File: config.mk
export PLATFORM = sky130hd
export DESIGN_NAME = regfile_wb_sched
export DESIGN_NICKNAME = d
export VERILOG_FILES = /design/src/rtl/regfile_wb_sched.sv
export SDC_FILE = /design/constraint.sdc
export NUM_CORES = 1
export LEC_CHECK = 0
export CORE_MARGIN = 5
export CORE_UTILIZATION = 40
export CTS_CLUSTER_DIAMETER = 100
export CTS_CLUSTER_SIZE = 12
export DETAILED_ROUTE_END_ITERATION = 7
export PLACE_DENSITY = 0.86
export SYNTH_ARGS = -nofsm -noshare
export SYNTH_HDL_FRONTEND = slang
export SYNTH_SLANG_ARGS = --single-unit
File: constraint.sdc
create_clock -name clk -period 7.24 [get_ports clk]
set_input_delay 1.81 -clock clk [delete_from_list [all_inputs] [get_ports clk]]
set_output_delay 1.81 -clock clk [all_outputs]
set_load 0.05 [all_outputs]
File: src/rtl/regfile_wb_sched.sv
// Writeback scheduler for the integer register file: merges ALU, load and mul/div
// results onto the single write port and tracks busy destinations of long ops.
module regfile_wb_sched #(
    parameter int MAX_LONG = 4,
    parameter int CW       = 4
) (
    input  logic          clk,
    input  logic          rst,
    input  logic          alu_valid,
    input  logic [4:0]    alu_rd,
    input  logic [63:0]   alu_wd,
    input  logic          ld_valid,
    input  logic [4:0]    ld_rd,
    input  logic [63:0]   ld_wd,
    output logic          ld_ready,
    input  logic          md_valid,
    input  logic [4:0]    md_rd,
    input  logic [63:0]   md_wd,
    output logic          md_ready,
    input  logic          issue_valid,
    input  logic          issue_long,
    input  logic [4:0]    issue_rs1,
    input  logic [4:0]    issue_rs2,
    input  logic [4:0]    issue_rd,
    output logic          issue_stall,
    output logic          wb_wen,
    output logic [4:0]    wb_rd,
    output logic [63:0]   wb_wd,
    output logic [CW-1:0] long_outstanding
);
    logic        rr;
    logic        long_pend;
    logic [31:0] busy_q;
    logic [31:0] busy_next;
    logic        grant_ld;
    logic        grant_md;
    logic        grant_long;
    logic [4:0]  grant_rd;
    logic [63:0] grant_wd;
    logic        at_cap;
    logic        issue_accept;

    assign grant_ld   = !rst && !alu_valid && ld_valid && (!md_valid || !rr);
    assign grant_md   = !rst && !alu_valid && md_valid && (!ld_valid || rr);
    assign grant_long = grant_ld || grant_md;
    assign grant_rd   = grant_ld ? ld_rd : md_rd;
    assign grant_wd   = grant_ld ? ld_wd : md_wd;
    assign ld_ready   = grant_ld;
    assign md_ready   = grant_md;

    assign at_cap       = (long_outstanding == CW'(MAX_LONG));
    assign issue_stall  = issue_valid && (busy_q[issue_rs1] || busy_q[issue_rs2] ||
                                          busy_q[issue_rd] || (issue_long && at_cap));
    assign issue_accept = issue_valid && issue_long && !issue_stall;

    // Clear follows the registered write (long_pend + wb_rd); a same-index set overrides it.
    always_comb begin
        busy_next = busy_q;
        if (long_pend && wb_rd != 5'd0)
            busy_next[wb_rd] = 1'b0;
        if (issue_accept && issue_rd != 5'd0)
            busy_next[issue_rd] = 1'b1;
        busy_next[0] = 1'b0;
    end

    always_ff @(posedge clk) begin
        if (rst) begin
            wb_wen           <= 1'b0;
            wb_rd            <= 5'd0;
            wb_wd            <= 64'd0;
            long_pend        <= 1'b0;
            rr               <= 1'b0;
            busy_q           <= 32'd0;
            long_outstanding <= '0;
        end else begin
            wb_wen    <= 1'b0;
            long_pend <= 1'b0;
            if (alu_valid) begin
                wb_wen <= (alu_rd != 5'd0);
                wb_rd  <= alu_rd;
                wb_wd  <= alu_wd;
            end else if (grant_long) begin
                wb_wen    <= (grant_rd != 5'd0);
                wb_rd     <= grant_rd;
                wb_wd     <= grant_wd;
                long_pend <= 1'b1;
            end

            if (grant_ld)
                rr <= 1'b1;
            else if (grant_md)
                rr <= 1'b0;

            busy_q <= busy_next;

            if (issue_accept && !grant_long)
                long_outstanding <= long_outstanding + CW'(1);
            else if (!issue_accept && grant_long && long_outstanding != '0)
                long_outstanding <= long_outstanding - CW'(1);
        end
    end
endmodule

Word level (Yosys, flattened, before mapping)
Index checks and enable logic that the tools add are counted.
{ "totals": {"regBits": 108, "latch_bits": 0, "ramBits": 0, "rom_bits": 0, "input_bits": 229, "out_inout_bits": 77, "elab_cells": 84, "n_memories": 0} }
{ "op_classes": {"addsub": 2, "mul": 0, "n_div": 0, "order_cmp": 6, "n_eq_ne": 1, "shift": 0, "n_mux": 25, "n_bitwise": 3, "reduce_logical": 39} }
{ "op_table": {"columns": ["operator", "count"], "rows": [
  ["2-to-1 mux 64 bit", 3],
  ["2-to-1 mux 32 bit", 2],
  ["AND 32 bit", 1],
  ["inverter 32 bit", 1],
  ["bitwise OR 32 bit", 1],
  ["less-than comparator 5 x 6 -> 1 bit, second input constant", 4],
  ["nonzero test 5 bit", 4],
  ["logical AND 1 bit", 16],
  ["binary-select mux 1 bit (select 5 bit)", 3],
  ["2-to-1 mux 5 bit", 3],
  ["demux 1 bit (select 5 bit)", 2],
  [">= comparator 5 x 1 -> 1 bit, second input constant", 2],
  ["2-to-1 mux 1 bit", 10],
  ["logical NOT 1 bit", 8],
  ["2-to-1 mux 4 bit", 2],
  ["logical OR 1 bit", 6],
  ["nonzero test 2 bit", 3],
  ["adder 4 x 1 -> 4 bit, second input constant", 1],
  ["== test 4 x 3 -> 1 bit, second input constant", 1],
  ["nonzero test 4 bit", 1],
  ["subtractor 4 x 1 -> 4 bit, second input constant", 1],
  ["OR reduction 2 bit", 1]
]} }

Logic depth before layout (Yosys ltp)
{ "logic_depth": {"ltp_word": 13, "ltp_mapped": 16, "ltp_nobuf": 13} }

Worst setup path before layout
Ideal clock, no wire load.
{ "synth_path": {"path_type": "input to output", "startpoint": "in issue_rd[1]", "endpoint": "out issue_stall", "arrival_ns": 3.742, "required_time_ns": 5.430, "slack_ns": 1.688, "stages": 6, "path_buffers": 1, "path_cell_list": "clkbuf_1 -> mux2_2 -> a31oi_1 -> nand3_1 -> or4_4 -> o31a_1"} }
{ "synth_via": {"elab_chain_cells": 5} }
{ "synth_rtl": {"columns": ["element", "line", "text"], "rows": [
  ["start, declared", "24", "input logic [4:0] issue_rd,"],
  ["binary-select mux 1 bit (select 5 bit)", "53", "busy_q[issue_rd] || (issue_long && at_cap));"],
  ["2-to-1 mux 1 bit (implied by the code)", "53", null],
  ["logical OR 1 bit", "52", "assign issue_stall = issue_valid && (busy_q[issue_rs1] || busy_q[issue_rs2] ||"],
  ["logical OR 1 bit", "53", null],
  ["logical AND 1 bit", "52", null],
  ["end, declared", "25", "output logic issue_stall,"]
]} }
No other way between the ends. The select of a mux whose other input is x is not followed.

Worst setup path in the final report
{ "layout_path": {"startpoint": "in issue_rd[0]", "endpoint": "out issue_stall"} }
The elaborated chain is that of the path after synthesis.

==> run summary <==
The flow ran to the end, and the final reports show no timing, DRC or antenna violations. The final critical-path required period came out at 6426 ps. The portion of netlist area occupied by mux cells is 0.08578. The power share of the sequential group is 0.386.

The count of final max-slew check failures came out at 0. The top-level port count came out at between 300 and 400. The full die area is 18050 um2. The root buffer cell chosen for the clock tree is sky130_fd_sc_hd__clkbuf_16. The startpoint type of the worst setup path is an input port.

On the critical path, the stage with the largest delay is an instance of sky130_fd_sc_hd__clkdlybuf4s50_1. The synthesized-area fraction occupied by xor and xnor cells came out at 0.001416. Of the synthesized area, sequential elements account for 0.3463. The clock latency at the later pin of the worst-skew pair came out at 360 ps. The overall via count from detail_route came out at around 7500. Of the total synthesized cell area, the portion taken by full adders, half adders and majority gates is 0.007283.

In the synthesized netlist, the cells that appear most often are sky130_fd_sc_hd__nand2_1 (146), sky130_fd_sc_hd__nor2_1 (146), sky130_fd_sc_hd__dfxtp_1 (107). The wire length of the first global-routing pass is between 30 and 40 mm. The number of global-route vias before repair came to 7069. The logic gate share of total power came out at 0.299. The H-tree was split into 3 levels. The maximum ir drop on the vdd rail came out at 129.4 uV. Yosys mapped a number of flops with a built-in enable equal to 0. The die is 134.3 um tall. The count of nets after finishing came out at 1329. The initial antenna violation count came out at 0. The final setup TNS came out at 0 ps.

The slew of the pin with the lowest slew margin is roughly 1200 ps. The fraction of synthesis flops using an asynchronous set or reset pin came out at 0. sky130_fd_sc_hd__dfxtp_1 takes more of the synthesized area than any other cell. The worst-case register-to-register setup slack came out at 3890 ps. In this run the remaining antenna-violating nets after routing total 0.

The post-cts repair resize count is 0. The switching power total is 0.5413 mW. The total power per unit cell area came out at 174.9 nW/um2.

The primary flip-flop cell chosen by synthesis mapping is sky130_fd_sc_hd__dfxtp_1. Buffers placed on the I/O ports in this run total 305. The number of nets handed over by synthesis was 1079. Entering global routing, the biggest net connects 114 pins. The highest fanout seen on the critical path came out at 12. The synthesized area per cell came out at 7.302 um2. The proportion of layout cells with a drive suffix above 1 is 0.04719. The share of the clock period used by the worst path after layout came out at 0.8875. The post-synthesis instance total came out at between 800 and 900. The pre-antenna-repair detailed-routing pass consisted of 5 iterations. The post-synthesis register bit count is roughly 110. The routed wire length came out at 26.24 mm.

The share of the core filled with cells is 0.6286. The relative area change from synthesis to final layout came out at 54.50%. The critical path is of the in2out type.

The number of hold-repair buffers added at the cts stage came out at 0. The buffers inserted during post-CTS setup optimization came out at 0. Yosys mapped the design onto 52 distinct sky130hd cell types. The buffer levels on the longest clock path is 2.

The compound-gate portion of the synthesized area was 0.2454. Setup repair after global routing left no endpoint under its margin. In the post-synthesis netlist, the biggest area contributors are sky130_fd_sc_hd__dfxtp_1 (35%), sky130_fd_sc_hd__a311oi_1 (9.3%), sky130_fd_sc_hd__nand2_1 (8.9%). The post-route DRC violation count is 0.

The number of hold-slack violations in the final timing report is 0. The post-DP HPWL is just under 20 mm. The max-capacitance violation count came out at 0.

By area, the combinational part of the netlist is dominated by simple AND/OR/NAND/NOR gates. The routed length per instance is 20.34 um. The floorplan has 45 rows. TritonCTS built the clock tree.

The placeable core region came out at 15200 um2. The initial utilization of the core area, before any placement, comes to 0.4068. The synthesized area came out at 6185 um2. The cell-internal power is 1.130 mW.

The maximum achievable frequency is 0.1556 GHz. The average via count per standard cell came out at 5.850. On the final layout, the worst clock skew is approximately 6.2 ps. Traced cell by cell, the critical path runs through clkdlybuf4s50_1, mux4_1, a22oi_1, nand3_1, or4_4, o31a_1, buf_4.

The overall global routing resource usage came out at 0.2777. The number of diodes added for antenna fixing is 0. Setup violations remaining at the end of the flow were counted as 0.

During synthesis, Yosys emitted a total of 0 warnings. Of the total power, the share spent switching nets is 0.3238. The worst min-delay path class is reg2reg. The clock share of power came out at 0.315. On the worst path, the slowest cell contributes a delay of 780 ps. The TritonCTS buffer count came out at 9.

The number of clock sinks seen by CTS is around 110. The placer's final routability congestion estimate is 0.9296. The die span in x is between 100 and 150 um.

The clock input transition at the sequential cells of the worst setup and hold paths is 80 ps. The simple-gate share of the synthesized area is 0.2616. Of the post-synthesis cell area, the dominant cell type holds 0.3463. The detailed router finished its first iteration with 630 violations.

The worst pin sits at a relative slew slack of 0.2312. The leakage power summed over all cells came out at 3.431 nW. The worst endpoint data arrival time is 4620 ps. Counting the fill cells in the layout gives approximately 1300. The data required time of the worst path is ~5400 ps. The total overflow reported by the global router is 0. The type of destination of the critical path is an output pin.
-- registers in the layout (all words and copies together) (netlist names) --
register          count
long_outstanding      4
wb_wd                64
rr                    1
busy_q               31
wb_wen                1
long_pend             1
wb_rd                 5
-- cells by family after synthesis --
kind of cell,Yosys count
and+or+nand+nor,378
xor gates and xnor gates,1
AOI/OAI and AO/OA,237
adders and majority gates,3
DFF,107
buffers and inverters,81
muxes,40
-- metrics by stage --
step / instances / hold WS, ps / area [um2] / total power [mW] / setup WS [ps]
final: 1290 / 503.9 / 9555 / 1.672 / 814.5
after global routing: 1290 / 514.8 / 9555 / 1.741 / 654.5
after CTS: 1290 / 504.9 / 9555 / 1.681 / 794.3
after detailed placement: 1274 / 491.6 / 9244 / 1.155 / 795.4
after global placement: 1274 / 477.5 / 9244 / 1.149 / 842.0
after floorplan: 847 / 457.7 / 6185 / 0.9206 / 1688
-- path summary, 6_finish.rpt --
check	start	to	depth (start not counted)
hold reg to reg	rr	rr	2
hold / removal	rr	rr	2
setup reg to reg	busy_q[17]	long_outstanding[3]	12
setup / recovery	issue_rd[0]	issue_stall	7
-- worst max-delay path: cells and delay by family --
kind            cells  cell delay (ps)
simple gates        2              690
buf+inv             2              970
compound gates      2              520
mux                 1              610
-- cell type report --
class	instances	area, um2	area share
multi-input combinational	659	3737	0.3911
timing repair buffer	313	3103	0.3247
sequential	107	2142	0.2242
clock buffer	10	239.0	0.02501
tap	188	235.2	0.02462
clock inverter	6	72.57	0.007595
inverter	7	26.28	0.002750
-- routing by layer --
layer | wire length [um] | up-vias | GRT usage
met5 | 0 | - | 0
met1 | 9893 | 3553 | 0.3239
met3 | 2445 | 56 | 0.08627
li1 | - | 3535 | -
met4 | 941 | 0 | 0.09446
met2 | 12960 | 403 | 0.4830
-- power by group through the flow --
stage,registers [mW],clock network [mW],logic [mW]
after floorplan,0.757,0,0.164
after global placement,0.657,0,0.492
after detailed placement,0.659,0,0.497
after CTS,0.645,0.537,0.499
after global routing,0.649,0.562,0.530
final,0.645,0.526,0.500
-- layout by cell type (no fill, tap or decap), types with 2 or more instances in the layout --
master | netlist | final
sky130_fd_sc_hd__nand2b_1 | 3 | 3
sky130_fd_sc_hd__ha_1 | 2 | 2
sky130_fd_sc_hd__or3_1 | 4 | 4
sky130_fd_sc_hd__clkdlybuf4s50_1 | 0 | 301
sky130_fd_sc_hd__nand4_1 | 10 | 10
sky130_fd_sc_hd__nor3_1 | 2 | 2
sky130_fd_sc_hd__o21ai_0 | 36 | 36
sky130_fd_sc_hd__a21o_1 | 2 | 2
sky130_fd_sc_hd__nand2_1 | 146 | 146
sky130_fd_sc_hd__a311oi_1 | 66 | 66
sky130_fd_sc_hd__mux2_2 | 8 | 8
sky130_fd_sc_hd__clkbuf_16 | 0 | 9
sky130_fd_sc_hd__nand3b_1 | 6 | 6
sky130_fd_sc_hd__a31oi_1 | 4 | 4
sky130_fd_sc_hd__nor3b_1 | 4 | 4
sky130_fd_sc_hd__clkinv_4 | 0 | 2
sky130_fd_sc_hd__mux4_2 | 8 | 8
sky130_fd_sc_hd__a21oi_1 | 106 | 106
sky130_fd_sc_hd__buf_4 | 1 | 12
sky130_fd_sc_hd__mux2i_1 | 20 | 20
sky130_fd_sc_hd__mux2_1 | 3 | 3
sky130_fd_sc_hd__nor2_1 | 146 | 146
sky130_fd_sc_hd__o211ai_1 | 3 | 3
sky130_fd_sc_hd__and3b_1 | 2 | 2
sky130_fd_sc_hd__dfxtp_1 | 107 | 107
sky130_fd_sc_hd__nand3_1 | 36 | 34
sky130_fd_sc_hd__o41ai_1 | 2 | 2
sky130_fd_sc_hd__a22oi_1 | 9 | 9
sky130_fd_sc_hd__or3b_2 | 3 | 3
sky130_fd_sc_hd__nor2b_1 | 9 | 9
sky130_fd_sc_hd__inv_1 | 6 | 6
(Power assumes the default switching activity.)
